`config.mk`:
```
export PLATFORM = sky130hd
export DESIGN_NAME = state_setting_flat
export DESIGN_NICKNAME = d
export VERILOG_FILES = /design/src/rtl/state_setting_if.sv /design/src/rtl/state_setting.sv /design/src/flat_wrapper.sv
export SDC_FILE = /design/constraint.sdc
export NUM_CORES = 1
export LEC_CHECK = 0
export ABC_AREA = 1
export CAP_MARGIN = 15
export CORE_ASPECT_RATIO = 1.1
export CORE_MARGIN = 2
export CORE_UTILIZATION = 37
export DETAILED_ROUTE_END_ITERATION = 16
export PLACE_DENSITY_LB_ADDON = 0.1
export SLEW_MARGIN = 10
export SYNTH_ARGS = -nofsm -noshare
export SYNTH_HDL_FRONTEND = slang
export SYNTH_SLANG_ARGS = --single-unit
```
`constraint.sdc`:
```
create_clock -name clk -period 5.9 [get_ports clk]
set_input_delay 0.885 -clock clk [delete_from_list [all_inputs] [get_ports clk]]
set_output_delay 0.885 -clock clk [all_outputs]
set_load 0.005 [all_outputs]
```
`src/rtl/state_setting_if.sv`:
```
// state_setting_if: state/button inputs and value/display outputs of the time-entry state
interface state_setting_if;
  logic [2:0] currentState;
  logic btnNext;
  logic btnInc;
  logic btnDec;
  logic btnOk;
  logic [15:0] valueOut;
  logic [15:0] digitsOut;
  logic [1:0] cursor;
  logic finished;
  modport master (
    output currentState, btnNext, btnInc, btnDec, btnOk,
    input  valueOut, digitsOut, cursor, finished
  );
  modport slave (
    input  currentState, btnNext, btnInc, btnDec, btnOk,
    output valueOut, digitsOut, cursor, finished
  );
endinterface

```
`src/rtl/state_setting.sv`:
```
// state_setting: digit-by-digit BCD mm:ss entry with blinking cursor and confirm pulse
module state_setting #(
  parameter logic [2:0]  stateID       = 3'd1,
  parameter logic [15:0] DEFAULT_VALUE = 16'h0500,
  parameter int          BLINK_DIV     = 25_000_000
) (
  input logic clk,
  input logic reset,
  state_setting_if.slave bus
);
  logic [3:0] btn, s1_q, s2_q, s3_q, ev;
  logic active, active_q, entry, act_ok, act_next, act_inc, act_dec, acted, wrap;
  logic [1:0] cur, cursor_q, cursor_d;
  logic [3:0] sh, dig, max, dig_inc, dig_dec, new_dig;
  logic [15:0] value_q, value_d, digits_q, digits_d;
  logic fin_q, fin_d, phase_q, phase_d;
  logic [25:0] cnt_q, cnt_d;
  assign btn = {bus.btnOk, bus.btnNext, bus.btnInc, bus.btnDec};
  assign bus.valueOut = value_q;
  assign bus.digitsOut = digits_q;
  assign bus.cursor = cursor_q;
  assign bus.finished = fin_q;
  // Edit decode: one prioritised event per cycle applied to the selected digit, plus blink timing
  always_comb begin
    active = bus.currentState == stateID;
    entry = active & ~active_q;
    ev = s2_q & ~s3_q;
    cur = entry ? 2'd0 : cursor_q;
    act_ok = active & ev[3] & (value_q != 16'h0000);
    act_next = active & ~ev[3] & ev[2];
    act_inc = active & ~|ev[3:2] & ev[1];
    act_dec = active & ~|ev[3:1] & ev[0];
    acted = act_ok | act_next | act_inc | act_dec;
    sh = {~cur, 2'b00};
    dig = 4'(value_q >> sh);
    max = cur == 2'd2 ? 4'd5 : 4'd9;
    dig_inc = dig >= max ? 4'd0 : dig + 4'd1;
    dig_dec = dig == 4'd0 ? max : dig > max ? max - 4'd1 : dig - 4'd1;
    new_dig = act_inc ? dig_inc : dig_dec;
    value_d = (act_inc | act_dec) ? ((value_q & ~(16'hF << sh)) | (16'(new_dig) << sh)) : value_q;
    cursor_d = act_next ? cur + 2'd1 : cur;
    fin_d = act_ok;
    wrap = cnt_q == 26'(BLINK_DIV - 1);
    cnt_d = (!active || entry || acted || wrap) ? 26'd0 : cnt_q + 26'd1;
    phase_d = (!active || entry || acted) ? 1'b0 : phase_q ^ wrap;
    digits_d = phase_d ? value_d | (16'hF << {~cursor_d, 2'b00}) : value_d;
  end
  // Registered state: synchronizers, edit value, cursor, blink and display
  always_ff @(posedge clk) begin
    if (reset) begin
      s1_q <= '0;
      s2_q <= '0;
      s3_q <= '0;
      active_q <= 1'b0;
      value_q <= DEFAULT_VALUE;
      digits_q <= DEFAULT_VALUE;
      cursor_q <= 2'd0;
      fin_q <= 1'b0;
      phase_q <= 1'b0;
      cnt_q <= '0;
    end else begin
      s1_q <= btn;
      s2_q <= s1_q;
      s3_q <= s2_q;
      active_q <= active;
      value_q <= value_d;
      digits_q <= digits_d;
      cursor_q <= cursor_d;
      fin_q <= fin_d;
      phase_q <= phase_d;
      cnt_q <= cnt_d;
    end
  end
endmodule
```
`src/flat_wrapper.sv`:
```
// flat-port wrapper written by rule: the top's interface ports become plain ports
module state_setting_flat 
#(
  parameter logic [2:0]  stateID       = 3'd1,
  parameter logic [15:0] DEFAULT_VALUE = 16'h0500,
  parameter int          BLINK_DIV     = 25_000_000
)
  (clk, reset, bus_currentState, bus_btnNext, bus_btnInc, bus_btnDec, bus_btnOk, bus_valueOut, bus_digitsOut, bus_cursor, bus_finished);
  state_setting_if bus_i ();
  input logic clk;
  input logic reset;
  input wire logic [$bits(bus_i.currentState)-1:0] bus_currentState;
  input wire logic [$bits(bus_i.btnNext)-1:0] bus_btnNext;
  input wire logic [$bits(bus_i.btnInc)-1:0] bus_btnInc;
  input wire logic [$bits(bus_i.btnDec)-1:0] bus_btnDec;
  input wire logic [$bits(bus_i.btnOk)-1:0] bus_btnOk;
  output wire logic [$bits(bus_i.valueOut)-1:0] bus_valueOut;
  output wire logic [$bits(bus_i.digitsOut)-1:0] bus_digitsOut;
  output wire logic [$bits(bus_i.cursor)-1:0] bus_cursor;
  output wire logic [$bits(bus_i.finished)-1:0] bus_finished;
  assign bus_i.currentState = bus_currentState;
  assign bus_i.btnNext = bus_btnNext;
  assign bus_i.btnInc = bus_btnInc;
  assign bus_i.btnDec = bus_btnDec;
  assign bus_i.btnOk = bus_btnOk;
  assign bus_valueOut = bus_i.valueOut;
  assign bus_digitsOut = bus_i.digitsOut;
  assign bus_cursor = bus_i.cursor;
  assign bus_finished = bus_i.finished;
  state_setting #(.stateID(stateID), .DEFAULT_VALUE(DEFAULT_VALUE), .BLINK_DIV(BLINK_DIV)) u_core (.clk(clk), .reset(reset), .bus(bus_i));
endmodule
```
### Word level (Yosys, flattened, before mapping)

Cells that the tools add are included.

| storage, ports and cells | value |
|---|---|
| flip-flop bits (word level) | 75 |
| bits in latches | 0 |
| bits in writable memories | 0 |
| bits in read-only memories | 0 |
| bits of input ports | 9 |
| output and inout bits | 35 |
| word-level logic and storage cells | 69 |
| memories | 0 |

| cells by class | value |
|---|---|
| $add $sub $neg | 5 |
| $mul | 0 |
| div/mod/pow operators | 0 |
| order comparisons | 2 |
| equal/unequal tests | 3 |
| shift operators | 4 |
| mux-type cells | 10 |
| bitwise gates (word level) | 24 |
| reduce and logical (&&, ||, !) cells | 11 |

Operator list:

| kind | number |
|---|---|
| two-way mux 16 bit | 2 |
| OR 16 bit | 2 |
| left shift 4 x 4 -> 16 bit (first input constant) | 2 |
| adder 26 x 1 -> 26 bit (second input constant) | 1 |
| == test 26 x 25 -> 1 bit (second input constant) | 1 |
| two-way mux 4 bit | 5 |
| AND 16 bit | 1 |
| inverter 16 bit | 1 |
| nonzero test 16 bit | 1 |
| left shift 4 x 4 -> 16 bit | 1 |
| right shift 16 x 4 -> 4 bit | 1 |
| AND 1 bit | 9 |
| subtractor 4 x 1 -> 4 bit (second input constant) | 2 |
| adder 4 x 1 -> 4 bit (second input constant) | 1 |
| AND 4 bit | 1 |
| greater-or-equal comparator 4 bit | 1 |
| greater-than comparator 4 bit | 1 |
| zero test 4 bit | 1 |
| two-way mux 2 bit | 2 |
| inverter 2 bit | 2 |
| inverter 4 bit | 1 |
| OR 1 bit | 4 |
| OR reduction 2 bit | 2 |
| == test 3 x 1 -> 1 bit (second input constant) | 1 |
| other kinds (8) | 13 |

### Longest topological paths before layout

Gate-level depths: netlist of the first run.

| logic depth | value |
|---|---|
| depth after elaboration | 14 |
| depth in mapped cells | 27 |
| depth with buffers taken out | 27 |

### Least setup slack after synthesis of the first run

Ideal clock, no wire load.

| path | value |
|---|---|
| path kind | input -> register |
| from | input port bus_currentState[0] |
| to | register u_core.digits_q[1] (netlist: u_core.bus.digitsOut[1]) |
| setup time | 0.062 ns |
| arrival time | 3.487 ns |
| data required time | 5.838 ns |
| setup slack | 2.351 ns |
| cell stages on the path | 22 |
| buffers on the path | 0 |
| cell sequence | inv_1 -> nor2_2 -> nand3_4 -> nand2_4 -> nor2_2 -> inv_2 -> o22ai_1 -> a31oi_1 -> inv_1 -> ha_1 -> inv_1 -> nand3_2 -> nand3_4 -> nand2_2 -> nand2_1 -> inv_1 -> ha_1 -> o31ai_1 -> nand2_1 -> o21ai_1 -> nand2_1 -> nand2_1 |

| on the way | value |
|---|---|
| word-level cells in the longest chain between the ends | 14 |

Ends and longest elaborated chain:

| element | RTL line | RTL |
|---|---|---|
| from (decl) | flat_wrapper.sv:12 | `input wire logic [$bits(bus_i.currentState)-1:0] bus_currentState;` |
| == test 3 x 1 -> 1 bit (*) | state_setting.sv:25 | `active = bus.currentState == stateID;` |
| AND 1 bit | state_setting.sv:26 | `entry = active & ~active_q;` |
| two-way mux 2 bit | state_setting.sv:28 | `cur = entry ? 2'd0 : cursor_q;` |
| inverter 2 bit / == test 2 bit (equally long branches) | state_setting.sv:34, state_setting.sv:36 |  |
| right shift 16 x 4 -> 4 bit / two-way mux 4 bit (equally long branches) | state_setting.sv:35, state_setting.sv:36 |  |
| subtractor 4 x 1 -> 4 bit / greater-than comparator 4 bit (equally long branches) | state_setting.sv:38 | `dig_dec = dig == 4'd0 ? max : dig > max ? max - 4'd1 : dig - 4'd1;` |
| two-way mux 4 bit (2 in a row) | state_setting.sv:38 |  |
| two-way mux 4 bit | state_setting.sv:39 | `new_dig = act_inc ? dig_inc : dig_dec;` |
| left shift 4 x 4 -> 16 bit | state_setting.sv:40 | `value_d = (act_inc \| act_dec) ? ((value_q & ~(16'hF << sh)) \| (16'(new_dig) << sh)) : value_q;` |
| OR 16 bit | state_setting.sv:40 |  |
| two-way mux 16 bit | state_setting.sv:40 |  |
| OR 16 bit | state_setting.sv:46 | `digits_d = phase_d ? value_d \| (16'hF << {~cursor_d, 2'b00}) : value_d;` |
| two-way mux 16 bit (*) | state_setting.sv:46 |  |
| to (signal assigned) | state_setting.sv:67 | `digits_q <= digits_d;` |
| to (decl) | state_setting.sv:15 | `logic [15:0] value_q, value_d, digits_q, digits_d;` |

Every way passes the cells marked *; elsewhere a longest branch is shown, timed or not.
A chain may end at the register's enable or synchronous reset.

### Worst setup path after layout of the first run

| path | value |
|---|---|
| from | input port bus_currentState[0] |
| to | register u_core.digits_q[5] (netlist: u_core.bus.digitsOut[5]) |

The elaborated chain is that of the path after synthesis.

==> results.toml, run 1 <==
[setup_path]
r2r_start = "u_core.active_q"
critical_path_class = "input pin to flop"
arrival_ns = 4.69
rrSetupSlack_ns = 2.24
crit_required_ns = 6.18
path_cells = "clkdlybuf4s50_1 -> inv_1 -> nor2_2 -> nand3_4 -> nand2_4 -> nor2_2 -> inv_2 -> o22ai_1 -> a31oi_1 -> inv_1 -> ha_1 -> inv_1 -> nand3_2 -> nand3_4 -> nand2_2 -> nand2_1 -> inv_1 -> ha_1 -> o31ai_1 -> a22oi_1 -> o21ai_1"
startpoint_type = "input pin"
r2r_cells = 19
crit_path_end_kind = "flop"
path_max_fanout = 8
slowest_stage = "o31ai_1"
r2r_end = "u_core.bus.digitsOut[5]"
critical-path-max-stage-delay_ns = 0.67
crit_path_frequent_cell = "inv_1"

[drt]
routed_via_density = 4.68
vias = 2975
drt-initial-drc-count = 125
drcViolationCount = 0
dr.pass1.iters = 4
drt_wl_total_microns = 7870
wire_per_inst_microns = 12.4
ant_nets = 0

[yosys]
synth_edf_count = 0
async_reset_ff_frac = 0
yosys.area_share.simple = 0.347
syn_nets = 481
synth_seq_cells = 75
synth_top_family_by_area = "simple AND/OR/NAND/NOR gates"
syn_inst = 465
avgSynthCellArea_sq_um = 7.46
synth_compound_area_frac = 0.0768
ys_seq_area_frac = 0.433
synth_ff_type = "dfxtp_1"
synth.area.mux_share = 0
synth.distinct_cells = 38
synth-xor-area-share = 0.0202
yosys_warnings = 0
syn_area_sq_mm = 0.00347
synthAdderAreaFrac = 0.0253

[clock_tree]
cts.sinks = 75
cts_tree = "yes"
clock_latency_ns = 0.35
clockBufferDepth = 2
cts_root_buffer = "clkbuf_8"
cts.htree.levels = 3
clk_pin_slew_ns = 0.07
hold_buffers = 0
postCtsSetupRepairBufs = 0
cts_resized = 0
cts_made_buffers = 9

[timing]
hold_viol = 0
fin_crit_sh = 0.747
fin_hold_ws_ns = 0.405
rsz0062_at_grt = "false"
final.setup.tns_ns = 0
worst_clock_skew_ns = 0.0108
max_freq_mhz = 227
worst_pin_slew_ns = 0.815
fin_ws_ns = 1.49
relSlewSlack = 0.455
drv_slew = 0
min_period_ns = 4.41
setup_viol = 0

[placement]
gp_congestion = 0.885
place_area_sq_mm = 0.00402
detailed_place_hpwl_microns = 6120
io_buffers = 43
dpl_worst_slack_ns = 1.15

[hold_path]
min_to = "u_core.s2_q[3]"
min_path_cells = 2
hold_path_class = "flop to flop"
min_from = "u_core.s1_q[3]"

[final_layout]
final_common_cell = "nand2_1"
fin_nets = 530
most-common-layout-cells = "92 x nand2_1, 76 x inv_1, 75 x dfxtp_1"
area.growth.synth_to_final_pct = 22.9
drive_gt1_frac = 0.121
multi_input_area_sq_mm = 0.00163
final_cell_area_sq_mm = 0.00426
fillerInstances = 963
diodes = 0
register_area_sq_mm = 0.00150

[run]
max_cap_viol_count = 0

[power]
power.density_mw_per_mm2 = 243
finalPower_w = 0.00103
peakVddDrop_uv = 148
leakage_nw = 1.88

[global_route]
overflow = 0
grtUsageTotal = 0.171
grt_pass1_wl_microns = 13300
antenna_found_initial = 0
grt_max_degree = 28
grt_pass1_vias = 2841

[die]
ios = 44
num_rows = 37
die_area_sq_mm = 0.0102
die_x_microns = 96.3
coreArea_sq_mm = 0.00926
initial_utilization = 0.375
die_y_microns = 106

[status]
outcome = "complete, no violations"
## sequential cells by signal, summed over array words and instances (netlist names)
register,cells
u_core.cnt_q,26
u_core.bus.digitsOut,16
u_core.bus.valueOut,16
u_core.s1_q,4
u_core.s2_q,4
u_core.s3_q,4
u_core.bus.cursor,2
u_core.active_q,1
u_core.bus.finished,1
u_core.phase_q,1
## stage by stage
stage,util,std cells
after floorplan,-,465
after detailed placement,0.434,620
final,0.460,636
after global routing,0.460,636
after global placement,0.434,620
after CTS,0.460,636
## logic make-up after synthesis
kind of cell | count (synthesis)
flip-flops | 75
buffers and inverters | 88
AO/OA/AOI/OAI | 46
XOR/XNOR | 8
adder cells (fa/ha/maj) | 7
AND/OR/NAND/NOR | 241
## Yosys cell counts (4+ instances only)
library cell,count,area share
nor4_1,6,0.011
o21ai_0,10,0.014
a21oi_1,15,0.022
o21ai_1,9,0.013
inv_2,6,0.0065
nor2_1,53,0.057
dfxtp_1,75,0.43
or2_2,4,0.0072
nand2_2,9,0.016
nor2_2,8,0.014
xor2_1,8,0.020
inv_1,76,0.082
ha_1,7,0.025
nor3_1,8,0.012
nand4_1,9,0.016
nand3_1,27,0.039
nand3_2,7,0.020
nor3_2,4,0.012
nand2_1,92,0.10
## how the worst max path moves through the flow
stage	start	to	slack, ns
2_1_floorplan	bus_currentState[0]	u_core.bus.digitsOut[1]	2.35
3_3_place_gp	bus_currentState[0]	u_core.bus.digitsOut[5]	1.25
3_5_place_dp	bus_currentState[0]	u_core.bus.digitsOut[5]	1.15
4_1_cts	bus_currentState[0]	u_core.bus.digitsOut[5]	1.51
5_1_grt	bus_currentState[0]	u_core.bus.valueOut[5]	1.13
6_report	bus_currentState[0]	u_core.bus.digitsOut[5]	1.49
## cell type report
type	instances	area share
Clock inverter	6	0.0264
Tap cell	117	0.0344
Sequential cell	75	0.352
Multi-Input combinational cell	302	0.382
Timing Repair Buffer	44	0.103
Clock buffer	10	0.0299
Inverter	82	0.0722
## metal layers
layer,part of all wire,vias up,global-route usage
met2,0.45,66,0.261
met5,0,-,0
met4,0.017,0,0.0704
met1,0.49,1320,0.229
met3,0.049,12,0.0415
li1,-,1577,-
## where the power goes
part           internal, W  switching (W)  total [W]
clock             0.000283       0.000191   0.000474
sequential        0.000510     0.00000207   0.000513
combinational    0.0000185      0.0000296  0.0000481
total             0.000811       0.000223    0.00103
## worst max-delay path: cells and delay by family
family / cells / cell delay (ns)
AOI/OAI and AO/OA: 5 / 1.55
adders and majority gates: 2 / 0.49
buffers and inverters: 6 / 0.90
and+or+nand+nor: 8 / 0.86
(Power assumes the default switching activity.)
==> run 2, diff against run 1 <==
==> constraint.sdc (replaced) <==
create_clock -name clk -period 3.9 [get_ports clk]
set_input_delay 0.585 -clock clk [delete_from_list [all_inputs] [get_ports clk]]
set_output_delay 0.585 -clock clk [all_outputs]
set_load 0.005 [all_outputs]
==> run 2 against run 1 <==
  * Register-to-register slack got worse by 1.4 ns
  * Die area unchanged
  * Sequential power increased by 51%
  * Via count increased by 0.77%
  * Final cell count increased by 0.31%
  * Wire length decreased by 0.72%
  * Setup slack got worse by 1.1 ns
  * Combinational power increased by 56%
  * Non-clock buffer count increased by 3
  * Clock power increased by 4.9%
  * Critical path depth increased by 1
  * Count of clock-buffer cells in the layout decreased by 1
  * Largest cell class unchanged
  * Highest routed layer unchanged
==> results.toml, run 2 (synthesized netlist as in run 1, its figures left out) <==
[status]
outcome = "complete, no violations"

[final_layout]
area.growth.synth_to_final_pct = 21.1
final_common_cell = "nand2_1"
drive_gt1_frac = 0.127
register_area_sq_mm = 0.00150
fin_nets = 533
largest_reg_flops = 26
diodes = 0
fillerInstances = 972
multi_input_area_sq_mm = 0.00163
largest-register = "u_core.cnt_q"
most-common-layout-cells = "92 x nand2_1, 76 x inv_1, 75 x dfxtp_1"

[clock_tree]
cts_resized = 0
cts_tree = "yes"
cts.sinks = 75
clock_latency_ns = 0.34
cts_root_buffer = "clkbuf_8"
postCtsSetupRepairBufs = 0
clockBufferDepth = 2
cts_made_buffers = 9
clk_pin_slew_ns = 0.08
hold_buffers = 0
cts.htree.levels = 3

[die]
die_area_sq_mm = 0.0102
initial_utilization = 0.375
ios = 44
die_y_microns = 106
num_rows = 37
die_x_microns = 96.3
coreArea_sq_mm = 0.00926

[power]
peakVddDrop_uv = 171
finalPower_w = 0.00135
power.density_mw_per_mm2 = 321
p_seq_frac = 0.575
p_comb_frac = 0.056
leakage_nw = 1.86
p_clk_frac = 0.369
p_sw_w = 0.000323
p_int_w = 0.00102
sw_frac_of_total = 0.240

[setup_path]
crit_path_frequent_cell = "nand2_1"
path_max_fanout = 8
critical-path-max-stage-delay_ns = 0.45
path_cells = "clkdlybuf4s50_1 -> inv_1 -> nor2_2 -> nand3_4 -> nand2_4 -> nor2_2 -> inv_2 -> o22ai_1 -> a31oi_2 -> inv_1 -> ha_1 -> nand3_1 -> nand2_2 -> nand2_1 -> inv_1 -> ha_1 -> o31ai_1 -> buf_4 -> nand2_1 -> o21ai_1 -> nand2_1 -> nand2_1"
r2r_end = "u_core.bus.digitsOut[1]"
critical_path_class = "input pin to flop"
crit_path_end_kind = "flop"
crit_required_ns = 4.18
arrival_ns = 3.79
rrSetupSlack_ns = 0.86
r2r_start = "u_core.active_q"
slowest_stage = "clkdlybuf4s50_1"
r2r_cells = 20
crit_end = "u_core.bus.digitsOut[1]"
cp-startpoint = "bus_currentState[0]"
startpoint_type = "input pin"

[drt]
drt_wl_total_microns = 7810
drcViolationCount = 0
drt-initial-drc-count = 72
vias = 2998
ant_nets = 0
wire_per_inst_microns = 12.2
dr.pass1.iters = 4
routed_via_density = 4.70

[run]
max_cap_viol_count = 0

[global_route]
overflow = 0
grt_pass1_wl_microns = 13200
grtUsageTotal = 0.168
grt_max_degree = 28
antenna_found_initial = 0
grt_pass1_vias = 2942

[timing]
fin_crit_sh = 0.900
rsz0062_at_grt = "false"
max_freq_mhz = 285
setup_viol = 0
final.setup.tns_ns = 0
drv_slew = 0
hold_viol = 0
relSlewSlack = 0.613
min_period_ns = 3.51
worst_clock_skew_ns = 0.00783
worst_pin_slew_ns = 0.578

[placement]
gp_congestion = 0.894
detailed_place_hpwl_microns = 6140
io_buffers = 43

[hold_path]
hold_path_class = "flop to flop"
-- run 2: cell types whose count changed in the layout (fill, tap and decap cells not counted) --
| cell | before | now |
|---|---|---|
| buf_4 | 1 | 4 |
| bufinv_16 | 3 | 0 |
| clkbuf_1 | 1 | 0 |
| clkinv_2 | 1 | 5 |
| inv_6 | 1 | 0 |
-- run 2: worst min path at each step --
stage / endpoint / depth (start not counted) / startpoint
after floorplan: u_core.s2_q[0] / 2 / u_core.s1_q[0]
after detailed placement: u_core.s2_q[0] / 2 / u_core.s1_q[0]
after CTS: u_core.s2_q[0] / 2 / u_core.s1_q[0]
final: u_core.s2_q[0] / 2 / u_core.s1_q[0]
after global placement: u_core.s2_q[1] / 2 / u_core.s1_q[1]
after global routing: u_core.s2_q[0] / 2 / u_core.s1_q[0]
-- run 2: power groups by stage --
stage,Combinational [W],Sequential [W],Clock [W]
after floorplan,0.0000480,0.000793,0
after global placement,0.0000748,0.000793,0
after detailed placement,0.0000755,0.000793,0
after CTS,0.0000759,0.000775,0.000526
after global routing,0.0000839,0.000776,0.000561
final,0.0000751,0.000775,0.000497
-- run 2: per-stage QoR --
stage                     worst slack, ns  cell area, sq um  std cells   util  hold WS, ns
final                               0.392              4200        638  0.454        0.402
after detailed placement           0.0718              4040        623  0.437        0.393
after CTS                           0.416              4200        638  0.454        0.404
after global placement              0.153              4040        623  0.437        0.390
after global routing                0.164              4200        638  0.454        0.419
after floorplan                     0.651              3470        465      -        0.388
-- run 2: cell type report --
cell class | count | area share
sequential | 75 | 0.357
tap | 117 | 0.0348
timing repair buffer | 47 | 0.110
clock buffer | 9 | 0.0295
multi-input combinational | 302 | 0.387
clock inverter | 6 | 0.00804
inverter | 82 | 0.0733
-- run 2: critical path, delay by kind of cell --
| family | cells | cell delay (ns) |
|---|---|---|
| AOI/OAI and AO/OA | 4 | 0.68 |
| adders and majority gates | 2 | 0.49 |
| and+or+nand+nor | 10 | 1.02 |
| buffers and inverters | 6 | 0.98 |
-- run 2: layer usage --
layer  global-route usage  routed length, microns  vias to the layer above
met5                    0                       0                        -
met4               0.0624                     144                        0
met3               0.0400                     293                       11
met2                0.265                    3610                       65
met1                0.219                    3760                     1348
li1                     -                       -                     1574
